`src/rtl/dll_sar_ctrl.sv`:
```
// dll_sar_ctrl: SAR delay-code controller for a DLL. Runs a WIDTH-step binary search
// on the phase-detector result; define SAR_TRACK_EN to add +/-1 tracking with lock detection.
module dll_sar_ctrl #(
  parameter int WIDTH    = 10,
  parameter int LOCK_CNT = 4
) (
  input  logic             clk4,
  input  logic             rst,
  input  logic             start,
  input  logic             comp,
  output logic [WIDTH-1:0] Q,
  output logic [WIDTH-1:0] Q_next,
  output logic             busy,
  output logic             done,
  output logic             locked,
  output logic [1:0]       state_dbg
);

  localparam int IW = $clog2(WIDTH);
  localparam logic [WIDTH-1:0] Q_MID   = {1'b1, {(WIDTH-1){1'b0}}};
  localparam logic [WIDTH-1:0] Q_MAX   = {WIDTH{1'b1}};
  localparam logic [IW-1:0]    IDX_TOP = IW'(WIDTH-1);

  typedef enum logic [1:0] {
    S_IDLE   = 2'd0,
    S_SEARCH = 2'd1,
    S_TRACK  = 2'd2
  } state_t;

  state_t           state_q, state_d;
  logic [WIDTH-1:0] q_q, q_d;
  logic [IW-1:0]    idx_q, idx_d, idx_m1;
  logic             busy_q, busy_d;
  logic             done_q, done_d;
  logic             locked_q, locked_d;

`ifdef SAR_TRACK_EN
  localparam logic [3:0] LOCK_MAX = 4'(LOCK_CNT);
  logic [3:0] cnt_q, cnt_d;
  logic       prev_q, prev_d;
  logic       sat;
`else
  // The lock threshold has no role when tracking is compiled out.
  logic [3:0] lock_cnt_unused;
  assign lock_cnt_unused = 4'(LOCK_CNT);
`endif

  always_comb begin
    state_d  = state_q;
    q_d      = q_q;
    idx_d    = idx_q;
    done_d   = 1'b0;
    locked_d = locked_q;
    idx_m1   = idx_q - 1'b1;
`ifdef SAR_TRACK_EN
    cnt_d    = cnt_q;
    prev_d   = prev_q;
    sat      = 1'b0;
`endif
    case (state_q)
      S_IDLE: begin
        if (start) begin
          q_d      = Q_MID;
          idx_d    = IDX_TOP;
          locked_d = 1'b0;
          state_d  = S_SEARCH;
        end
      end
      S_SEARCH: begin
`ifdef SAR_TRACK_EN
        prev_d = comp;
`endif
        if (idx_q != '0) begin
          // Lag means the trial bit overshot: drop it, then try the next lower bit.
          if (comp) q_d[idx_q] = 1'b0;
          q_d[idx_m1] = 1'b1;
          idx_d       = idx_m1;
        end else begin
          q_d[0] = ~comp;
          done_d = 1'b1;
`ifdef SAR_TRACK_EN
          cnt_d   = '0;
          state_d = S_TRACK;
`else
          locked_d = 1'b1;
          state_d  = S_IDLE;
`endif
        end
      end
`ifdef SAR_TRACK_EN
      S_TRACK: begin
        if (start) begin
          q_d      = Q_MID;
          idx_d    = IDX_TOP;
          locked_d = 1'b0;
          cnt_d    = '0;
          state_d  = S_SEARCH;
        end else begin
          sat = comp ? (q_q == '0) : (q_q == Q_MAX);
          if (!sat) q_d = comp ? (q_q - 1'b1) : (q_q + 1'b1);
          // Lock means the loop dithers one LSB around the edge without pinning at a rail.
          if (sat || (comp == prev_q)) cnt_d = '0;
          else if (cnt_q != LOCK_MAX)  cnt_d = cnt_q + 1'b1;
          prev_d   = comp;
          locked_d = (cnt_d == LOCK_MAX);
        end
      end
`endif
      default: state_d = S_IDLE;
    endcase
    busy_d = (state_d == S_SEARCH);
  end

  always_ff @(posedge clk4 or posedge rst) begin
    if (rst) begin
      state_q  <= S_IDLE;
      q_q      <= Q_MID;
      idx_q    <= IDX_TOP;
      busy_q   <= 1'b0;
      done_q   <= 1'b0;
      locked_q <= 1'b0;
`ifdef SAR_TRACK_EN
      cnt_q    <= '0;
      prev_q   <= 1'b0;
`endif
    end else begin
      state_q  <= state_d;
      q_q      <= q_d;
      idx_q    <= idx_d;
      busy_q   <= busy_d;
      done_q   <= done_d;
      locked_q <= locked_d;
`ifdef SAR_TRACK_EN
      cnt_q    <= cnt_d;
      prev_q   <= prev_d;
`endif
    end
  end

  assign Q         = q_q;
  assign Q_next    = q_d;
  assign busy      = busy_q;
  assign done      = done_q;
  assign locked    = locked_q;
  assign state_dbg = state_q;

endmodule

```
`config.mk`:
```
export PLATFORM = sky130hd
export DESIGN_NAME = dll_sar_ctrl
export DESIGN_NICKNAME = d
export VERILOG_FILES = /design/src/rtl/dll_sar_ctrl.sv
export SDC_FILE = /design/constraint.sdc
export NUM_CORES = 1
export LEC_CHECK = 0
export ABC_AREA = 1
export BUFFER_PORTS_ARGS = -buffer_cell sky130_fd_sc_hd__buf_2
export CORE_UTILIZATION = 45
export DETAILED_ROUTE_END_ITERATION = 6
export GPL_TIMING_DRIVEN = 0
export PLACE_DENSITY_LB_ADDON = 0.3
export SYNTH_ARGS = -nofsm -noshare
export SYNTH_HDL_FRONTEND = slang
export SYNTH_SLANG_ARGS = --single-unit
```
`constraint.sdc`:
```
create_clock -name clk4 -period 3.1 [get_ports clk4]
set_input_delay 0.31 -clock clk4 [delete_from_list [all_inputs] [get_ports clk4]]
set_output_delay 0.31 -clock clk4 [all_outputs]
set_load 0.05 [all_outputs]
```
# Yosys cells after proc, flatten, opt, wreduce, memory -nomap -nowiden
# Cells that the tools add are included.
[classes]
addsub = 1
multipliers = 0
div = 0
n_lt_le_gt_ge = 4
n_eq_ne = 5
n_shift = 0
mux = 22
bitwise_logic = 4
n_reduce_logical = 7
[op_table]
columns = ["op", "count"]
rows = [
  ["$mux W10", 4],
  ["$pmux W10 S2", 1],
  ["$and A10 B10 Y10", 1],
  ["$lt A4 B5 Y1 const B", 2],
  ["$not A10 Y10", 1],
  ["$or A10 B10 Y10", 1],
  ["$mux W9", 1],
  ["$demux W1 S4", 2],
  ["$ge A4 B1 Y1 const B", 2],
  ["$mux W4", 2],
  ["$pmux W4 S2", 1],
  ["$mux W1", 7],
  ["$ne A2 B2 Y1 const B", 3],
  ["$reduce_and A3 Y1", 2],
  ["$eq A2 B1 Y1 const B", 2],
  ["$mux W2", 2],
  ["$pmux W2 S2", 1],
  ["$reduce_bool A4 Y1", 1],
  ["$sub A4 B1 Y4 const B", 1],
  ["$logic_and A1 B1 Y1", 2],
  ["$logic_not A2 Y1", 1],
  ["$pmux W1 S2", 1],
  ["$reduce_bool A2 Y1", 1],
  ["$not A1 Y1", 1],
]
[word_totals]
register_bits = 19
latchBits = 0
ramBits = 0
mem_bits_ro = 0
out_inout_bits = 25
memories = 0

# Logic depth before layout (Yosys ltp)
# Gate-level depths: netlist of run 1.
[depth]
depth_word = 12
ltp_mapped = 9
ltp_nobuf = 9

# Least setup slack after synthesis of run 1
# No wires, ideal clock.
[synth_path]
kind = "register -> output"
start = "register state_q[0], in the netlist state_dbg[0]"
end = "output port Q_next[1]"
arrival_time_ps = 2171
required_ps = 2790
path_slack_ps = 619
stages_incl_launch_ff = 5
path_buffers = 0
path_cell_list = "dfrtp_1 -> inv_2 -> nor2_4 -> a21oi_1 -> o21ai_0"
[synth_via]
elab_chain_cells = 2
[synth_rtl]
columns = ["element", "line", "source"]
rows = [
  ["start: declaration", "30", "state_t state_q, state_d;"],
  ["start signal: assignment", "127", "state_q <= state_d;"],
  ["$eq A2 B1 Y1 or $logic_not A2 Y1 (tied branches)", "60", "case (state_q)"],
  ["$pmux W10 S2 (*)", "60", ""],
  ["end: declaration", "12", "output logic [WIDTH-1:0] Q_next,"],
]
# Mark *: on every way between the ends. The rest lies on a longest branch, timed or not.

# Worst setup path after layout of run 1
[layout_path]
start = "register idx_q[0]"
end = "output port Q_next[1]"
[layout_via]
elab_chain_cells = 12
[layout_rtl]
columns = ["element", "line", "source"]
rows = [
  ["start: declaration", "32", "logic [IW-1:0] idx_q, idx_d, idx_m1;"],
  ["start signal: assignment", "129", "idx_q <= idx_d;"],
  ["$lt A4 B5 Y1 (implied by the code) or $ge A4 B1 Y1 (tied branches)", "75", "if (comp) q_d[idx_q] = 1'b0;"],
  ["$logic_and A1 B1 Y1 (implied by the code)", "75", ""],
  ["$mux W1 (implied by the code)", "75", ""],
  ["$demux W1 S4", "75", ""],
  ["$not A10 Y10 (no line)", "-", ""],
  ["$and A10 B10 Y10 (no line)", "-", ""],
  ["$mux W10", "75", ""],
  ["$mux W10", "73", "if (idx_q != '0) begin"],
  ["$mux W10", "60", ""],
  ["$or A10 B10 Y10 (no line)", "-", ""],
  ["$mux W9 (*)", "73", ""],
  ["$pmux W10 S2 (*)", "60", ""],
]
# Mark *: on every way between the ends. The rest lies on a longest branch, timed or not. The select of a mux whose other input is x is not followed.

==> flow_summary.yaml, run 1 <==
synth:
  avgSynthCellArea_um2: 7.66
  async_flop_share_pct: 100
  yosysTopAreaCell: "dfrtp_1"
  ys.flop_type: "dfrtp_1"
  synthCells: 139
  synth_cell_types: 19
  synth_edf_count: 0
  yosysSeqAreaShare_pct: 45.0
  synth_area_leaders: "dfrtp_1, nand2_1, dfstp_2"
  synth_top_area_share_pct: 37.6
  synth_top_cells_by_count: "nand2_1, inv_1, dfrtp_1"
  ys_ff_latch: 19
  syn-num-nets: 149
  yosysMostFrequentCell: "nand2_1"
  yosys_warnings: 0
  syn_area_um2: 1060
clock_network:
  clk_pin_slew_ns: 0.12
  cts_root_buffer: "clkbuf_4"
  postCtsHoldBufs: 0
  cts.repair.resized: 0
  cts_tree: "yes"
  cts_setup_buffers: 0
  cts_max_level: 1
  cts_sinks: 19
  clk_path_buf_depth: 2
  clk_latency_ns: 0.31
  cts_made_buffers: 3
setup_path:
  required_ns: 2.79
  reg2reg_from: "idx_q[0]"
  cp_max_fo: 6
  reg2reg_to: "Q[1]"
  cp.arrival_ns: 2.25
  reg2regPathDepth: 7
  cp-end-kind: "output pin"
  criticalPathCategory: "reg -> out"
  r2r_slack_ns: 1.36
  worstSetupStartpointType: "flip-flop"
sta:
  final.period_utilization_pct: 82.7
  max_slew_margin_pct: 52.2
  drv_slew: 0
  tightestPinTransition_ns: 0.717
  post-route-min-period_ns: 2.56
  hold_viol: 0
  fin_skew_ns: 0.0113
  fin_tns_setup_ns: 0
  max_freq_mhz: 390
  setup_viol: 0
  rsz0062_at_grt: "no"
  hold-worst-slack_ns: 0.0909
floorplan:
  num_rows: 17
  die_w_um: 50.6
  fp.dieArea_um2: 2560
  die_h_um: 50.6
  io_pins: 29
  start_util_pct: 48.1
  core_area_um2: 2210
placed_design:
  dp.cells: 195
  gp_congestion: 0.928
  port_buffers: 28
  placed_cell_area_um2: 1240
  post-dp-hpwl_mm: 1.84
pwr:
  p_leak_uw: 0.000703
  power_density_nw_per_um2: 770
  ir_drop_mv: 0.410
cells_and_area:
  antenna_cells: 0
  drive_above_1_share_pct: 26.9
  design_area_um2: 1270
  final_cells: 199
  area_growth_pct: 19.0
  nNetsFinal: 182
  fillers: 221
route:
  drc_errors: 0
  wl_per_cell_um: 12.0
  vias: 1026
  drt-initial-drc-count: 18
  via_per_inst: 5.16
  ant_nets: 0
  first_pass_iters: 4
  drt_wl_total_mm: 2.40
min_path:
  hold_class: "in -> async"
run_status:
  status: "completed"
global_route:
  grt.overflow.total: 0
  antenna_found_initial: 0
  grt_max_degree: 20
  grt_pass1_vias: 964
  grt_usage_pct: 22.2
  grt_pass1_wl_mm: 4.18
run:
  cap_violations: 0
where the power goes:
part           internal (uW)  switching, uW
registers                301           40.0
logic                    116            391
clock network           48.2           80.0
total                    465            511
final cells by class:
class | count | area [um2] | area share [%]
multi-input combinational | 100 | 510 | 40.3
tap | 28 | 35.0 | 2.76
inverter | 20 | 75.1 | 5.92
sequential | 19 | 479 | 37.8
clock buffer | 3 | 22.5 | 1.78
timing repair buffer | 28 | 140 | 11.1
clock inverter | 1 | 5.00 | 0.395
through the flow:
| stage | power, uW | setup slack, ns | util, % |
|---|---|---|---|
| global route | 1050 | 0.399 | 57.3 |
| detailed placement | 848 | 0.900 | 56.1 |
| finish | 976 | 0.537 | 57.3 |
| floorplan | 738 | 0.619 | - |
| CTS | 979 | 0.553 | 57.3 |
| global placement | 840 | 0.939 | 56.1 |
routing by layer:
metal	part of all wire, %	up-vias	global-route usage [%]
met2	45	42	34.2
met3	6.5	9	4.85
met4	2.1	0	11.6
li1	-	506	-
met1	46	469	28.9
met5	0	-	0
cell families after synthesis:
family                     synth area share, %
other                                    0.352
and+or+nand+nor                           30.3
DFF                                       45.0
buffers and inverters                     7.05
AOI/OAI and AO/OA                         10.2
adders and majority gates                 7.05
cells in the final DEF, fill, tap and decap left out, drive strengths merged:
| cell | count |
|---|---|
| nand2 | 44 |
| buf | 28 |
| inv | 20 |
| o21ai | 18 |
| dfrtp | 16 |
| nor2 | 16 |
| nand3 | 9 |
| ha | 6 |
| dfstp | 3 |
| a21oi | 3 |
| clkbuf | 3 |
| nand4 | 2 |
| nor3 | 1 |
| clkinv | 1 |
| conb | 1 |
sequential cells by signal, indices dropped and copies added (netlist names):
register	flops
busy	1
state_dbg	2
idx_q	4
done	1
locked	1
Q	10
worst max path at each step:
stage,endpoint,depth (start not counted),start,slack [ns]
after floorplan,Q_next[1],4,state_dbg[0],0.62
after CTS,Q_next[1],8,idx_q[0],0.55
after global routing,Q_next[1],8,idx_q[0],0.40
final,Q_next[1],8,idx_q[0],0.54
after detailed placement,Q_next[1],8,idx_q[0],0.90
after global placement,Q_next[1],8,idx_q[0],0.94
critical path, stage by stage (launching register included):
cell and delay [ns]:
dfstp_2 0.60, inv_1 0.12, ha_1 0.26, nand2_2 0.16, nand2_4 0.09, nor2_1 0.20, nand3_1 0.09, o21ai_0 0.11
buf_2 0.31
Note: power is estimated with default switching activity, not from simulation.
==> run 2, diff against run 1 <==
Clock period 3.1 ns to 2.65 ns, I/O delays scaled along.
==> flow_summary.yaml, run 2 (same netlist as run 1, synthesis figures left out) <==
clock_network:
  cts_root_buffer: "clkbuf_4"
  clk_path_buf_depth: 2
  cts_made_buffers: 3
  clk_latency_ns: 0.31
  cts_max_level: 1
  postCtsHoldBufs: 0
  cts_setup_buffers: 0
  cts_tree: "yes"
  clk_pin_slew_ns: 0.12
  cts_sinks: 19
floorplan:
  die_h_um: 50.6
  io_pins: 29
  die_w_um: 50.6
  start_util_pct: 48.1
  num_rows: 17
  fp.dieArea_um2: 2560
  core_area_um2: 2210
cells_and_area:
  layout_commonest_cell: "nand2_1"
  area_growth_pct: 19.3
  antenna_cells: 0
  largest_reg_flops: 10
  nNetsFinal: 182
  drive_above_1_share_pct: 26.9
  final_cell_mix: "nand2_1, buf_2, inv_1"
sta:
  drv_slew: 0
  hold-worst-slack_ns: 0.0459
  fin_skew_ns: 0.0113
  rsz0062_at_grt: "no"
  tightestPinTransition_ns: 0.717
  max_freq_mhz: 402
  fin_tns_setup_ns: 0
  max_slew_margin_pct: 52.1
  hold_viol: 0
  post-route-min-period_ns: 2.49
  setup_viol: 0
  final.period_utilization_pct: 93.9
setup_path:
  slowest_stage: "dfstp_2"
  crit_chain: "inv_1, ha_1, nand2_2, nand2_4, nor2_1, nand3_1, o21ai_0, clkbuf_4"
  criticalPathCategory: "reg -> out"
  cp_top_family: "flip-flops"
  cp-end-kind: "output pin"
  path_buf_inv: 2
  worstSetupStartpointType: "flip-flop"
  required_ns: 2.38
  cp_max_fo: 6
  max_stage_delay_ns: 0.60
  cp.arrival_ns: 2.22
route:
  drc_errors: 0
  wl_per_cell_um: 12.0
  drt_wl_total_mm: 2.39
  vias: 1021
  first_pass_iters: 4
  ant_nets: 0
  drt-initial-drc-count: 18
  via_per_inst: 5.13
global_route:
  grt_pass1_vias: 964
  antenna_found_initial: 0
  grt_max_degree: 20
  grt.overflow.total: 0
  grt_pass1_wl_mm: 4.18
  grt_usage_pct: 22.2
placed_design:
  gp_congestion: 0.928
  port_buffers: 28
  post-dp-hpwl_mm: 1.84
min_path:
  hold_class: "in -> async"
pwr:
  p_leak_uw: 0.000702
  power_density_nw_per_um2: 898
  finalPower_uw: 1140
  ir_drop_mv: 0.480
run:
  cap_violations: 0
run_status:
  status: "completed"
==> run 2: final timing paths <==
| path | from | to | slack (ns) | cells after the start |
|---|---|---|---|---|
| setup / recovery | idx_q[0] | Q_next[1] | 0.16 | 8 |
| hold / removal | rst | locked | 0.05 | 2 |
| setup reg to reg | idx_q[0] | Q[1] | 0.92 | 7 |
| hold reg to reg | Q[4] | Q[4] | 0.50 | 2 |
| max in group asynchronous | rst | Q[7] | 2.14 | 2 |
| min in group clk4 | start | busy | 0.35 | 3 |
==> run 2: area by class of cell <==
| cell class | instances | area (um2) |
|---|---|---|
| Fill cell | 219 | 942 |
| Timing Repair Buffer | 28 | 143 |
| Clock inverter | 1 | 5.00 |
| Sequential cell | 19 | 479 |
| Clock buffer | 3 | 22.5 |
| Tap cell | 28 | 35.0 |
| Inverter | 20 | 75.1 |
| Multi-Input combinational cell | 100 | 510 |
==> run 2: per-layer routing <==
layer | vias up | share of wire [%] | GRT usage (%)
li1 | 506 | - | -
met2 | 38 | 45 | 34.2
met3 | 7 | 6.2 | 4.85
met1 | 470 | 46 | 28.9
met5 | - | 0 | 0
met4 | 0 | 1.9 | 11.6
==> run 2: what timing repair did <==
action	in CTS	in global routing
resized for setup	0	1
setup endpoints to repair	0	1
hold endpoints to repair	0	0
==> run 2: stage by stage <==
stage	std cells	cell area [um2]	utilization, %	setup slack (ns)
2_1_floorplan	139	1060	-	0.214
3_3_place_gp	195	1240	56.1	0.534
3_5_place_dp	195	1240	56.1	0.495
4_1_cts	199	1270	57.3	0.148
5_1_grt	199	1270	57.4	0.00892
6_report	199	1270	57.4	0.163
==> run 2: power by group <==
part	switching, uW	internal (uW)	total, uW
logic	456	135	591
registers	46.8	352	399
clock network	93.6	56.4	150
